===== src/rtl/ctrl_step_seq.sv =====
// ctrl_step_seq: T-state step sequencer for a microcoded controller.
// Walks T0..T(N_STEPS-1) per instruction. end_instr from T2 onward cuts an
// instruction short. stall freezes the sequence. halt stops the sequencer
// at the next instruction boundary. Every output comes straight from a flop,
// so downstream decode sees no glitches.
//
// state   | meaning
// IDLE    | after reset, waiting for start
// RUN     | stepping through T-states
// HALTED  | stopped at an instruction boundary, waiting for start
module ctrl_step_seq #(
    parameter int N_STEPS = 6
) (
    input  logic       clk,
    input  logic       rst_n,
    input  logic       start,
    input  logic       halt,
    input  logic       stall,
    input  logic       end_instr,
    input  logic [3:0] opcode_in,
    output logic [7:0] t_onehot,
    output logic [2:0] t_count,
    output logic [3:0] opcode,
    output logic       fetch,
    output logic       running,
    output logic       done
);

    typedef enum logic [1:0] {
        IDLE   = 2'd0,
        RUN    = 2'd1,
        HALTED = 2'd2
    } state_t;

    localparam logic [2:0] T_LAST = 3'(N_STEPS - 1);

    state_t     state_q, state_d;
    logic [2:0] t_count_q, t_count_d;
    logic [7:0] t_onehot_q, t_onehot_d;
    logic [3:0] opcode_q, opcode_d;
    logic       fetch_q, fetch_d;
    logic       running_q, running_d;
    logic       done_q, done_d;
    logic       halt_pend_q, halt_pend_d;
    logic       boundary;

    // Next state, step counter, instruction register and halt bookkeeping.
    always_comb begin
        state_d     = state_q;
        t_count_d   = t_count_q;
        opcode_d    = opcode_q;
        halt_pend_d = halt_pend_q;
        done_d      = 1'b0;
        boundary    = 1'b0;
        unique case (state_q)
            IDLE, HALTED: begin
                if (start) begin
                    state_d   = RUN;
                    t_count_d = 3'd0;
                end
            end
            RUN: begin
                if (halt) begin
                    halt_pend_d = 1'b1;
                end
                if (!stall) begin
                    // end_instr is only honoured from T2, so fetch always completes.
                    boundary = (t_count_q == T_LAST) ||
                               (end_instr && (t_count_q >= 3'd2));
                    if (t_count_q == 3'd1) begin
                        opcode_d = opcode_in;
                    end
                    if (boundary) begin
                        t_count_d   = 3'd0;
                        done_d      = 1'b1;
                        halt_pend_d = 1'b0;
                        if (halt || halt_pend_q) begin
                            state_d = HALTED;
                        end
                    end else begin
                        t_count_d = t_count_q + 3'd1;
                    end
                end
            end
            default: begin
                state_d   = IDLE;
                t_count_d = 3'd0;
            end
        endcase
    end

    // Output decode from the next-state values, so the outputs can be registered.
    always_comb begin
        running_d  = (state_d == RUN);
        fetch_d    = running_d && (t_count_d <= 3'd1);
        t_onehot_d = 8'd0;
        for (int i = 0; i < N_STEPS; i++) begin
            if (running_d && (t_count_d == 3'(i))) begin
                t_onehot_d[i] = 1'b1;
            end
        end
    end

    // State and output registers, asynchronously cleared.
    always_ff @(posedge clk or negedge rst_n) begin
        if (!rst_n) begin
            state_q     <= IDLE;
            t_count_q   <= 3'd0;
            t_onehot_q  <= 8'd0;
            opcode_q    <= 4'd0;
            fetch_q     <= 1'b0;
            running_q   <= 1'b0;
            done_q      <= 1'b0;
            halt_pend_q <= 1'b0;
        end else begin
            state_q     <= state_d;
            t_count_q   <= t_count_d;
            t_onehot_q  <= t_onehot_d;
            opcode_q    <= opcode_d;
            fetch_q     <= fetch_d;
            running_q   <= running_d;
            done_q      <= done_d;
            halt_pend_q <= halt_pend_d;
        end
    end

    assign t_onehot = t_onehot_q;
    assign t_count  = t_count_q;
    assign opcode   = opcode_q;
    assign fetch    = fetch_q;
    assign running  = running_q;
    assign done     = done_q;

endmodule


===== config.mk =====
export PLATFORM = sky130hd
export DESIGN_NAME = ctrl_step_seq
export DESIGN_NICKNAME = d
export VERILOG_FILES = /design/src/rtl/ctrl_step_seq.sv
export SDC_FILE = /design/constraint.sdc
export NUM_CORES = 1
export LEC_CHECK = 0
export CORE_AREA = 2 2 50 70
export CTS_CLUSTER_SIZE = 40
export DETAILED_ROUTE_END_ITERATION = 10
export DIE_AREA = 0 0 52 72
export PLACE_DENSITY = 0.64
export SLEW_MARGIN = 25
export SYNTH_ARGS = -nofsm -noshare
export SYNTH_HDL_FRONTEND = slang
export SYNTH_SLANG_ARGS = --single-unit

===== constraint.sdc =====
create_clock -name clk -period 1.55 [get_ports clk]
set_input_delay 0.31 -clock clk [delete_from_list [all_inputs] [get_ports clk]]
set_output_delay 0.31 -clock clk [all_outputs]
set_load 0.005 [all_outputs]

# --- After elaboration in Yosys (flattened, before gate mapping) ---
# Cells that the tools add are included.
# Widths: inputs -> output; s select.
word_totals:
  ff_bits: 19
  input_bits: 10
  out_inout_bits: 18
  elab_cells: 57
op_classes:
  n_addsub: 1
  n_lt_le_gt_ge: 2
  eq_ne: 10
  muxes: 21
  bitwise: 1
  n_reduce_logical: 14
ops:
  columns: ["operator", "count"]
  rows:
  - ["$mux 1", 12]
  - ["$eq 3x3->1 const B", 3]
  - ["$mux 3", 3]
  - ["$logic_and 1x1->1", 8]
  - ["$mux 2", 4]
  - ["$eq 3x1->1 const B", 2]
  - ["$eq 3x2->1 const B", 2]
  - ["$pmux 3 s2", 1]
  - ["$eq 2x1->1 const B", 2]
  - ["$pmux 2 s2", 1]
  - ["$add 3x1->3 const B", 1]
  - ["$ge 3x2->1 const B", 1]
  - ["$le 3x1->1 const B", 1]
  - ["$logic_not 3->1", 1]
  - ["$reduce_and 3->1", 1]
  - ["$eq 2x2->1 const B", 1]
  - ["$logic_not 2->1", 1]
  - ["$logic_or 1x1->1", 2]
  - ["$reduce_or 2->1", 1]
  - ["$not 1->1", 1]

# --- Depth between registers and ports, before layout ---
logic_depth:
  word_depth: 9
  ltp_mapped: 6
  depth_no_buf: 6

# --- Least setup slack after synthesis ---
# Ideal clock, no wire load.
synth_path:
  kind: "reg2reg"
  from: "register t_count_q[1], in the netlist t_count[1]"
  to: "register t_onehot_q[2], in the netlist t_onehot[2]"
  setup_ns: 0.095
  arrival_time_ns: 1.550
  required_time_ns: 1.455
  slack_ns: -0.095
  path_stages_with_launch: 7
  n_path_buf: 0
  synth_period_minus_slack_ns: 1.645
  cell_sequence: "dfrtp_1 inv_1 ha_1 o21ai_2 nand3b_1 o32ai_2 nor4b_2"
synth_between:
  elab_chain_len: 9
  elab_cells_between_ends: 16
  cone_classes: "1 x add/sub; 1 x order compare; 3 x eq/ne; 8 x mux; 3 x reduce/logical"
synth_rtl:
  columns: ["element", "line_no", "text"]
  rows:
  - ["start, declared", "38", "logic [2:0] t_count_q, t_count_d;"]
  - ["start signal, assigned", "117", "t_count_q <= t_count_d;"]
  - ["$ge 3x2->1", "69", "(end_instr && (t_count_q >= 3'd2));"]
  - ["$logic_and 1x1->1", "69", null]
  - ["$logic_or 1x1->1", "68", "boundary = (t_count_q == T_LAST) ||"]
  - ["$mux 3", "73", "if (boundary) begin"]
  - ["$mux 3", "66", "if (!stall) begin"]
  - ["$pmux 3 s2 (*)", "55", "unique case (state_q)"]
  - ["named net t_count_d[1]", "38", null]
  - ["$eq 3x2->1 (*)", "98", "if (running_d && (t_count_d == 3'(i))) begin"]
  - ["$logic_and 1x1->1 (*)", "98", null]
  - ["$mux 1 (*)", "98", null]
  - ["named net t_onehot_d[2]", "39", "logic [7:0] t_onehot_q, t_onehot_d;"]
  - ["end signal, assigned", "118", "t_onehot_q <= t_onehot_d;"]
  - ["end, declared", "39", null]
# Mark *: on every way through the listed nets, which the timed path passes. The rest lies on a longest branch.
# A chain may end at the register's enable or synchronous reset.

# --- Final worst setup path ---
layout_path:
  from: "register t_count_q[1], in the netlist t_count[1]"
  to: "register t_onehot_q[1], in the netlist t_onehot[1]"
layout_between:
  elab_chain_len: 9
  elab_cells_between_ends: 16
  cone_classes: "1 x add/sub; 1 x order compare; 3 x eq/ne; 8 x mux; 3 x reduce/logical"
layout_rtl:
  columns: ["element", "line_no"]
  rows:
  - ["$ge 3x2->1", "69"]
  - ["$logic_and 1x1->1", "69"]
  - ["$logic_or 1x1->1", "68"]
  - ["$mux 3 or $mux 2 (tied branches)", "73"]
  - ["$mux 3 or $mux 2 (tied branches)", "66"]
  - ["$pmux 3 s2 or $pmux 2 s2 (tied branches)", "55"]
  - ["$eq 3x1->1 or $eq 2x1->1 (tied branches)", "98, 94"]
  - ["$logic_and 1x1->1 (*)", "98"]
  - ["$mux 1 (*)", "98"]
  - ["named net t_onehot_d[1]", "39"]
# Marked as above.

==> impl.org <==
** Setup path
- On the critical path, the stage with the largest delay is an instance of dfrtp_2.
- At the worst endpoint, the required time is 1680 ps.
- Traced cell by cell, the critical path runs through inv_2 > ha_4 > o21ai_4 > nand3b_1 > o32ai_2 > buf_4 > nor3_1.
- Number of buffers and inverters on the critical path :: 2
- Critical path class :: flip-flop to flip-flop
- The largest single stage delay on the critical path is 430 ps.
- Maximum fanout encountered on the critical timing path :: 5
- STA puts the critical path data arrival time at 1870 ps.
- The worst setup path is captured at a flip-flop.
- Startpoint class of the critical path :: flip-flop
- On the critical path the largest part of the delay comes from compound AO/OA/AOI/OAI gates.

** Finish
- Summed area of non-filler cells in the final layout :: approximately 1500 µm²
- Layout cells sized above 1 :: between 40% and 50%
- The count of cells in the finished layout, fillers not included, comes to 160.
- Area growth from synthesis to layout :: 65.3%
- The number of antenna diodes in the final layout is 0.
- At the end of the flow, the number of nets in the layout was 135.
- Counting the fill cells in the layout gives 281.

** Clocking
- CTS sink count :: 19
- TritonCTS built the clock tree.
- The longest clock path from root to sink contains 2 buffers.
- Buffers inserted to repair hold after CTS numbered 0.
- Clock-pin slew was measured on the worst setup and hold paths at 70 ps.
- Inserted Clock Buffers :: 3
- In this run the number of H-tree levels came out at 1.
- Clock network latency to the later pin of the worst-skew pair :: 260 ps
- Clk Tree Root Cell :: clkbuf_8

** Floorplan
- From left edge to right edge, the die measures 52 µm.
- The floorplan step defined a core boundary enclosing 3090 µm².
- 28 I/O pins were placed.
- Initial core utilization :: just under 30%
- DIE AREA :: 3740 µm²
- The floorplan has 24 rows.
- Measured along the y axis, the die boundary spans between 70 and 80 µm.

** Placement
- Port buffer count :: 25
- The placed instances occupy a cell area of between 1000 and 1500 µm².
- Counting tap cells, the placed design contains a total of 150 instances.
- Placement Setup Slack :: -446 ps
- The congestion estimate from routability-driven global placement came to 0.866.
- Detailed placer's ending HPWL :: around 1600 µm

** Synthesis
- Of all flip-flops after synthesis, the portion carrying an async set or reset was 100%.
- Summed instance area of the synthesized netlist :: 905 µm²
- Of the synthesized area, sequential elements account for a little over half.
- Number of enable flip-flop cells after synthesis :: 0
- Yosys mapped the design onto 28 distinct sky130hd cell types.
- Yosys printed 0 warnings.
- The average instance in the mapped netlist occupies between 10 and 15 µm².
- Of all cell types, the one taking the most synthesized area is dfrtp_1.
- Synthesis produced 75 cells.
- The share of synthesized area in the top cell type comes to a little over half.
- Synthesis inferred 19 register bits.
- Sorting the synthesized cells by area gives the leading types as dfrtp_1 (53%), mux2_2 (5.0%), ha_1 (4.1%).
- In the synthesized netlist the dominant register cell turns out to be dfrtp_1.

** Job
- Max-cap violations in this run came to 0.

** Pwr
- Clock Power Share :: 12.9%
- Cell internal power was estimated by the tool at 1.75 mW.
- VDD sags by at most roughly 0.66 mV.
- Of the total power, the share spent switching nets is 35.3%.
- Net switching power :: 0.953 mW
- Leakage power total :: 0.623 nW
- In this run, the combinational gates consume about 57% of the power.
- Power spread over the standard cell area amounts to 1810 nW/µm².
- Sequential cells burn between 30% and 40% of the power.

** Route
- Before antenna repair, the detailed router went through 4 iterations.
- In the routed design, unresolved DRC markers number 0.
- Across all layers, the routed design uses 754 vias.
- Dividing the detail-routed via count by the number of cells gives 4.71.
- In this run, the number of DRC markers left after iteration 0 of detailed routing was 16.
- For this block, the routed nets add up to about 2400 µm of wire.
- In the final routed layout, each cell accounts on average for between 10 and 15 µm.
- Remaining antenna violation count :: 0

** STA
- Setup repair after global routing could not meet its margin everywhere.
- Worst Setup Slack, final :: -190 ps
- The count of pins over their slew limit was 0.
- For the finished layout, the period the worst path requires is 1740 ps.
- Across the routed clock network, the largest skew measured is 0.966 ps.
- Setup violations remaining at the end of the flow were counted as 11.
- Count of endpoints failing hold in the final timing report :: 0
- Static timing analysis puts the maximum clock frequency at 575 MHz.
- Dividing the final minimum period by the clock period gives 112%.

** Global routing
- Across every metal layer, demand over resource in global routing totals 13.2%.
- Antenna violations before repair :: 0
- Maximum number of pins on one net before global-route repair :: 20
- Summed over all layers, the global routing overflow is 0.
- Vias in the first global route :: slightly below 800
- First-pass GRT wire length :: approximately 3500 µm

** Run status
- Violated checks :: setup timing
- Status :: finished with violations

** Worst hold path
- The tightest min-delay check is of the primary input to asynchronous set/reset pin type.
[cells in the mapped netlist (2+ instances only)]
master and number:
a211oi_1 2, a21o_1 2, a21oi_1 3, buf_4 2, dfrtp_1 19, ha_1 3, inv_1 5, mux2_2 4
nand2_1 4, nand3b_1 2, nor2_1 5, nor3_1 2, nor3b_1 3, nor4b_2 2, o21ai_2 3, o32ai_2 2
[state kept, by name (all words and copies together) (netlist names)]
signal       flops
done             1
opcode           4
fetch            1
t_count          3
running          1
t_onehot         6
halt_pend_q      1
state_q          2
[power by group through the flow]
| stage | logic (mW) | clock network, mW | registers (mW) |
|---|---|---|---|
| after floorplan | 0.596 | 0 | 0.823 |
| after global placement | 1.20 | 0 | 0.815 |
| after detailed placement | 1.22 | 0 | 0.818 |
| after CTS | 1.27 | 0.360 | 0.815 |
| after global routing | 1.64 | 0.378 | 0.843 |
| final | 1.54 | 0.347 | 0.816 |
[path summary, 6_finish.rpt]
path	cells past startpoint	from	end	slack, ps
worst max-delay path	7	t_count[1]$_DFF_PN0_	t_onehot[1]$_DFF_PN0_	-190
worst min-delay path	2	rst_n	opcode[0]$_DFFE_PN0P_	400
worst max register to register	7	t_count[1]$_DFF_PN0_	t_onehot[1]$_DFF_PN0_	-190
worst min register to register	1	opcode[1]$_DFFE_PN0P_	opcode[1]$_DFFE_PN0P_	510
max in group asynchronous	2	rst_n	t_count[1]$_DFF_PN0_	930
min in group clk	1	opcode[1]$_DFFE_PN0P_	opcode[1]$_DFFE_PN0P_	510
[logic make-up after synthesis]
| family | count (synthesis) | synth area share [%] |
|---|---|---|
| simple gates | 24 | 17.0 |
| flops | 19 | 52.6 |
| compound gates | 16 | 16.6 |
| buf+inv | 8 | 4.29 |
| mux | 4 | 4.98 |
| fa+ha+maj | 3 | 4.15 |
| other cells | 1 | 0.415 |
[repair_timing]
action,4_1_cts,5_1_grt
resized for setup,8,9
buffers inserted,2,4
pin swaps,6,2
hold endpoints to repair,0,0
endpoints found under the setup margin,13,16
[per-stage QoR]
stage                     power (mW)  setup TNS, ps  hold WS [ps]  utilization, %
after CTS                       2.45           -825           406            44.7
after global routing            2.86          -1940           408            48.3
after global placement          2.02          -4170           479            42.3
after detailed placement        2.04          -4490           497            42.3
after floorplan                 1.42           -187          14.4               -
final                           2.70          -1370           397            48.3
[routing by layer]
| layer | track usage [%] | up-vias | routed length, µm |
|---|---|---|---|
| li1 | - | 358 | - |
| met3 | 3.29 | 5 | 104 |
| met2 | 22.9 | 22 | 1350 |
| met4 | 9.06 | 0 | 55 |
| met1 | 13.5 | 369 | 884 |
| met5 | 0 | - | 0 |
[area by class of cell]
cell class                      instances  area, µm²  area share, %
Multi-Input combinational cell         49        497           33.2
Sequential cell                        19        479           32.1
Timing Repair Buffer                   44        407           27.2
Tap cell                               39       48.8           3.26
Clock buffer                            4       45.0           3.01
Inverter                                5       18.8           1.26
[placed cells by master (no fill, tap or decap), types with 2 or more instances in the layout]
cell and instances:
o21ai_4 3, inv_1 2, dlygate4sd2_1 2, clkbuf_8 3, a21oi_1 3, nor3_1 2, nor4_2 2, a21o_1 2
conb_1 2, dfrtp_1 16, inv_2 3, mux2_2 4, nand3b_1 2, dfrtp_2 3, ha_4 2, clkdlybuf4s50_1 23
nor3b_2 2, nor2_1 5, buf_4 17, nand2_1 4
Power figures use the tool's default switching activity.
